<file path="src/rtl/serial_addsub_unit.sv">
// Bit-serial W-bit add/subtract responder: accepts {a, b, sel} on a ready/valid request,
// computes LSB first one bit per clock, and holds {s, cout, ovf} until the result is consumed.
module serial_addsub_unit #(
   parameter int W = 4
) (
   input  logic         clk,
   input  logic         rst,
   input  logic         req_valid,
   output logic         req_ready,
   input  logic [0:W-1] a,
   input  logic [0:W-1] b,
   input  logic         sel,
   output logic         rsp_valid,
   input  logic         rsp_ready,
   output logic [0:W-1] s,
   output logic         cout,
   output logic         ovf
);

   localparam int CW = $clog2(W);

   typedef enum logic [1:0] {IDLE, RUN, DONE} state_t;

   state_t          state, state_n;
   logic [0:W-1]    a_q, b_q;
   logic            sel_q;
   logic            carry;
   logic [CW-1:0]   cnt;
   logic [CW-1:0]   idx;
   logic            last;
   logic            bit_a, bit_b, bit_s, carry_n;
   logic            accept;

   assign req_ready = (state == IDLE);
   assign rsp_valid = (state == DONE);
   assign accept    = req_valid && req_ready;

   // Bit 0 is the MSB, so the LSB-first step count maps to a descending index.
   assign idx     = CW'(W - 1) - cnt;
   assign last    = (cnt == CW'(W - 1));
   assign bit_a   = a_q[idx];
   assign bit_b   = b_q[idx] ^ sel_q;
   assign bit_s   = bit_a ^ bit_b ^ carry;
   assign carry_n = (bit_a & bit_b) | (bit_a & carry) | (bit_b & carry);

   always_ff @(posedge clk or posedge rst) begin
      if (rst) state <= IDLE;
      else     state <= state_n;
   end

   always_comb begin
      state_n = state;
      case (state)
         IDLE:    if (accept) state_n = RUN;
         RUN:     if (last) state_n = DONE;
         DONE:    if (rsp_ready) state_n = IDLE;
         default: state_n = IDLE;
      endcase
   end

   always_ff @(posedge clk or posedge rst) begin
      if (rst) begin
         a_q   <= '0;
         b_q   <= '0;
         sel_q <= 1'b0;
         carry <= 1'b0;
         cnt   <= '0;
         s     <= '0;
         cout  <= 1'b0;
         ovf   <= 1'b0;
      end else begin
         case (state)
            IDLE: begin
               if (accept) begin
                  a_q   <= a;
                  b_q   <= b;
                  sel_q <= sel;
                  // Initial carry of 1 supplies the +1 of a + ~b + 1.
                  carry <= sel;
                  cnt   <= '0;
               end
            end
            RUN: begin
               s[idx] <= bit_s;
               carry  <= carry_n;
               cnt    <= cnt + 1'b1;
               if (last) begin
                  cout <= carry_n;
                  ovf  <= carry ^ carry_n;
               end
            end
            default: ;
         endcase
      end
   end

endmodule

</file>
<file path="config.mk">
export PLATFORM = sky130hd
export DESIGN_NAME = serial_addsub_unit
export DESIGN_NICKNAME = d
export VERILOG_FILES = /design/src/rtl/serial_addsub_unit.sv
export SDC_FILE = /design/constraint.sdc
export NUM_CORES = 1
export LEC_CHECK = 0
export CAP_MARGIN = 25
export CORE_UTILIZATION = 45
export CTS_BUF_LIST = sky130_fd_sc_hd__clkbuf_8
export DETAILED_ROUTE_END_ITERATION = 12
export HOLD_SLACK_MARGIN = 0.15
export PLACE_DENSITY = 0.72
export SLEW_MARGIN = 0
export SYNTH_ARGS = -nofsm -noshare
export SYNTH_HDL_FRONTEND = slang
export SYNTH_SLANG_ARGS = --single-unit
</file>
<file path="constraint.sdc">
create_clock -name clk -period 2.5 [get_ports clk]
set_input_delay 0.5 -clock clk [delete_from_list [all_inputs] [get_ports clk]]
set_output_delay 0.5 -clock clk [all_outputs]
set_load 0.03 [all_outputs]
</file>
Word-level counts from Yosys, hierarchy flattened
Cells that the tools add are included.
Operators by class
  add/subtract/negate cells: 2
  $mul: 0
  div/mod/pow operators: 0
  order comparisons: 2
  equal/unequal tests: 6
  shift-type cells: 0
  muxes and demuxes: 17
  bitwise logic cells: 10
  reduce and logical (&&, ||, !) cells: 8
Operators with widths (count)
  2-bit two-way mux: 4
  1-bit two-way mux: 6
  2-bit one-hot mux with 3 select lines: 1
  2-bit AND reduction: 3
  1-bit binary-select mux with 2-bit select: 2
  4-bit bitwise mux: 1
  2-bit == test (second input constant): 2
  2-bit by 1-bit != test with 1-bit output (second input constant): 2
  2-bit one-hot mux with 2 select lines: 1
  1-bit XOR: 4
  1-bit bitwise AND: 3
  3-bit greater-or-equal comparator (second input constant): 1
  3-bit by 1-bit < comparator with 1-bit output (second input constant): 1
  2-bit inverter with 3-bit output: 1
  3-bit AND reduction: 1
  2-bit by 1-bit adder with 2-bit output (second input constant): 1
  1-bit demux with 2-bit select: 1
  2-bit by 1-bit == test with 1-bit output (second input constant): 1
  1-bit logical AND: 2
  2-bit zero test: 1
  2-bit != test (second input constant): 1
  1-bit bitwise OR: 2
  1-bit one-hot mux with 2 select lines: 1
  2-bit nonzero test: 1
  2-bit subtractor (first input constant): 1
Word-level totals
  register bits: 20
  latch bits: 0
  memory bits (writable): 0
  bits in read-only memories: 0
  memories: 0

Longest topological paths before layout
  word-level depth: 10
  mapped depth: 5

Least setup slack after synthesis
OpenSTA, ideal clock, no wires.
  path type: flip-flop to flip-flop
  start point: register cnt[1]
  end point: register ovf
  library setup time: 0.083 ns
  data arrival time: 1.750 ns
  data required time: 2.417 ns
  setup slack: 0.666 ns
  stages on the path, launching flop included: 6
  path buffers: 0
  clock period less this slack: 1.834 ns
  path through: dfrtp_1 mux4_2 xnor2_1 fa_1 xor2_1 o21ai_0
On the way
  longest elaborated chain between the ends: 10
  elaborated cells between the ends (all ways): 17
RTL lines
  start: declaration: RTL line 28  | logic [CW-1:0] cnt;
  start signal: assignment: RTL line 86  | cnt <= cnt + 1'b1;
  2-bit subtractor: RTL line 39  | assign idx = CW'(W - 1) - cnt;
  2-bit inverter with 3-bit output (implied by the code): RTL line 41, 42
  1-bit binary-select mux with 2-bit select: RTL line 42  | assign bit_b = b_q[idx] ^ sel_q;
  1-bit two-way mux (implied by the code) (2 in series): RTL line 42
  1-bit XOR: RTL line 42
  1-bit bitwise AND: RTL line 44  | assign carry_n = (bit_a & bit_b) | (bit_a & carry) | (bit_b & carry);
  1-bit bitwise OR (2 in series): RTL line 44
  1-bit XOR: RTL line 89  | ovf <= carry ^ carry_n;
  end signal: assignment: RTL line 89
  end: declaration: RTL line 17  | output logic ovf
Parallel ways exist; a longest one is shown, timed or not. The select of a mux whose other input is x is not followed.
A chain may end at the register's enable or synchronous reset.

Final worst setup path
  start point: register state[1]
  end point: output port rsp_valid
On the way
  longest elaborated chain between the ends: 1
RTL lines
  start: declaration: RTL line 24  | state_t state, state_n;
  start signal: assignment: RTL line 48  | else state <= state_n;
  2-bit == test: RTL line 35  | assign rsp_valid = (state == DONE);
  end: declaration: RTL line 13  | output logic rsp_valid,
No other way between the ends.

==> flow_summary.toml <==
[detailed_routing]
drt_iter0_drc = 5
drt_first_pass_iters = 2
detail_route.wirelength_um = 1560
vias_per_cell = 5.05
post_drt_wl_per_cell_um = 12.7
routed-via-count = 621
ant_nets = 0
route.detailed.drc = 0

[placement]
detailedPlace.worstSlack_ns = 0.579
portBuffers = 20
detailed_place.area_sq_mm = 0.00119
routabilityCongestion = 0.759
dp_hpwl_um = 1180

[outcome]
outcome = "finished clean"

[synthesis]
ys_seq_area_share_pct = 50.4
synth-warning-count = 0
syn_avg_cell_area_sq_um = 13.1
synth_cell_types = 25
syn_inst = 76
syn-cell-area_sq_um = 992
syn_nets = 94
synth-seq-cells = 20

[clock_tree]
cts_made_buffers = 3
clock_tree.htree_level_count = 1
cts_root_buffer = "sky130_fd_sc_hd__clkbuf_8"
path_clk_slew_ns = 0.07
cts_resized = 0
clock_path_buffers = 2
postCtsSetupRepairBufs = 0
clock_sinks = 20
tritoncts = "done"
insertion_delay_ns = 0.25
holdBufCountCts = 0

[grt]
grt_first_pass_wirelength_um = 2750
track_usage_pct = 15.1
grt_max_degree = 21
grt_antenna_before_repair = 0
overflow = 0
first_global_vias = 612

[setup_path]
setup.reg_to_reg.worst_slack_ns = 0.56
crit_slowest_cell = "sky130_fd_sc_hd__clkdlybuf4s50_1"
cp_data_arrival_time_ns = 1.60
worstSetupEndpointType = "output pin"
rr_endpoint = "ovf$_DFFE_PP0P_"
rr_startpoint = "cnt[1]$_DFFE_PP0P_"
worst-path-max-fanout = 6
crit_type = "reg2out"
cpPeakStageDelay_ns = 0.67
worst_r2r_path_depth = 5
crit_path_cell_trace = "inv_1 > nor2_1 > clkdlybuf4s50_1"
cp.required_ns = 2.00
timing.critical_path.from_type = "flop"

[timing]
timing.clock.skew_ns = 0.00258
rsz0062_at_grt = "no"
worst_slew_margin_rel_pct = 51.3
max_slew.worst_pin.slew_ns = 0.730
final_critical_path_setup_slack_ns = 0.403
fmax_achieved_mhz = 477
final_min_period_over_clock_period_pct = 83.9
drv_slew = 0
final.setup.tns_ns = 0
setup_viol_count_final = 0
final_hold_viol_count = 0
finalCriticalPeriod_ns = 2.10

[hold_path]
hold_path_end = "cout$_DFFE_PP0P_"
min_from = "cout$_DFFE_PP0P_"
hold_class = "reg2reg"
hold_path_depth = 2

[power_and_ir_drop]
powerDensity_mw_per_mm2 = 1430
p_leak_nw = 0.549
power.internal_w = 0.00110
power_switching_w = 0.000668
power_frac_comb_pct = 52.7
power.sequential.fraction_pct = 35.7
power_frac_clock_pct = 11.6
power.switching_fraction_pct = 37.9
vdd_ir_drop_max_mv = 0.654

[floorplan]
die_y_um = 49.0
core_sq_mm = 0.00202
num_io_pins = 21
core_rows = 16
die-width_um = 49.0
initial_util_pct = 49.1
die_area_sq_mm = 0.00240

[finish]
final_layout_size_suffix_gt1_share_pct = 18.8
nFillCells = 177
antenna_cells = 0
layout_common_cells = "sky130_fd_sc_hd__dfrtp_1 (20), sky130_fd_sc_hd__clkdlybuf4s50_1 (20), sky130_fd_sc_hd__mux2_4 (9), sky130_fd_sc_hd__inv_1 (7)"
nets = 116
syn2layout_area_growth_pct = 24.6
final_cell_area_sq_mm = 0.00124

[flow_run]
max_cap_viol_count = 0
==> area by class of cell <==
class                   count  area, sq um  area share [%]
inverters                   7         26.3            2.13
clock buffers               3         41.3            3.34
well taps                  27         33.8            2.73
multi-input cells          46          434            35.1
flip-flops and latches     20          500            40.5
repair buffers             20          200            16.2
==> worst max path at each step <==
stage	from	to	slack, ns
floorplan	cnt[1]$_DFFE_PP0P_	ovf$_DFFE_PP0P_	0.67
global placement	cnt[1]$_DFFE_PP0P_	s[2]$_DFFE_PP0P_	0.62
detailed placement	cnt[1]$_DFFE_PP0P_	ovf$_DFFE_PP0P_	0.58
CTS	state[1]$_DFFE_PP0P_	rsp_valid	0.41
global route	state[1]$_DFFE_PP0P_	rsp_valid	0.32
finish	state[1]$_DFFE_PP0P_	rsp_valid	0.40
==> flip-flops by register name (all words and copies together), names as in the netlist <==
name and flops:
a_q 4, b_q 4, s 4, cnt 2, state 2, carry 1
cout 1, ovf 1, sel_q 1
==> critical path: cells and delay by family (launching register included) <==
kind	cells	cell delay, ns
simple gates	1	0.10
buf+inv	2	0.79
flops	1	0.46
==> per-stage QoR <==
step                util, %  cells  hold slack [ns]  total power [W]
global route           61.1    123            0.526          0.00191
CTS                    61.1    123            0.485          0.00178
detailed placement     59.1    120            0.469          0.00158
finish                 61.1    123            0.476          0.00176
global placement       59.1    120            0.465          0.00155
floorplan                 -     76            0.464          0.00136
==> kinds of logic (layout without fill, tap and decap cells) <==
family                     count (synthesis)  in the layout  synth area share, %
muxes                                     13             13                 20.3
AOI/OAI and AO/OA                         14             14                 8.70
adders and majority gates                  5              5                 7.06
buffers and inverters                     10             30                 5.80
xor gates and xnor gates                   2              2                 1.77
and+or+nand+nor                           12             12                 5.93
DFF                                       20             20                 50.4
==> cell usage after synthesis <==
library cell               count  area, sq um
sky130_fd_sc_hd__dfrtp_1      20          500
sky130_fd_sc_hd__mux2_4        9          135
sky130_fd_sc_hd__inv_1         7         26.3
sky130_fd_sc_hd__a21oi_1       4         20.0
sky130_fd_sc_hd__ha_1          4         50.1
sky130_fd_sc_hd__nand2_1       4         15.0
sky130_fd_sc_hd__nor2_1        4         15.0
sky130_fd_sc_hd__o21ai_0       4         20.0
sky130_fd_sc_hd__a31oi_1       3         18.8
sky130_fd_sc_hd__mux4_2        2         45.0
sky130_fd_sc_hd__a22o_1        1         8.76
sky130_fd_sc_hd__and2_4        1         8.76
sky130_fd_sc_hd__buf_2         1         5.00
sky130_fd_sc_hd__buf_6         1         11.3
sky130_fd_sc_hd__buf_8         1         15.0
sky130_fd_sc_hd__fa_1          1         20.0
sky130_fd_sc_hd__mux2_2        1         11.3
sky130_fd_sc_hd__mux2i_1       1         10.0
sky130_fd_sc_hd__nand3b_1      1         7.51
sky130_fd_sc_hd__nor2_2        1         6.26
sky130_fd_sc_hd__nor2b_1       1         6.26
sky130_fd_sc_hd__o221a_2       1         11.3
sky130_fd_sc_hd__o31ai_1       1         7.51
sky130_fd_sc_hd__xnor2_1       1         8.76
sky130_fd_sc_hd__xor2_1        1         8.76
==> layer usage <==
| metal | vias to the layer above | track usage, % | wire, um |
|---|---|---|---|
| li1 | 303 | - | - |
| met5 | - | 0 | 0 |
| met1 | 303 | 22.3 | 749 |
| met3 | 0 | 1.87 | 54 |
| met2 | 15 | 22.5 | 753 |
| met4 | 0 | 5.88 | 0 |
==> power by group through the flow <==
| stage | Clock, W | Combinational, W | Sequential, W |
|---|---|---|---|
| after global placement | 0 | 0.000918 | 0.000630 |
| after CTS | 0.000208 | 0.000942 | 0.000633 |
| after global routing | 0.000230 | 0.00102 | 0.000659 |
| after floorplan | 0 | 0.000680 | 0.000679 |
| after detailed placement | 0 | 0.000940 | 0.000637 |
| final | 0.000205 | 0.000929 | 0.000630 |
(Power assumes the default switching activity.)
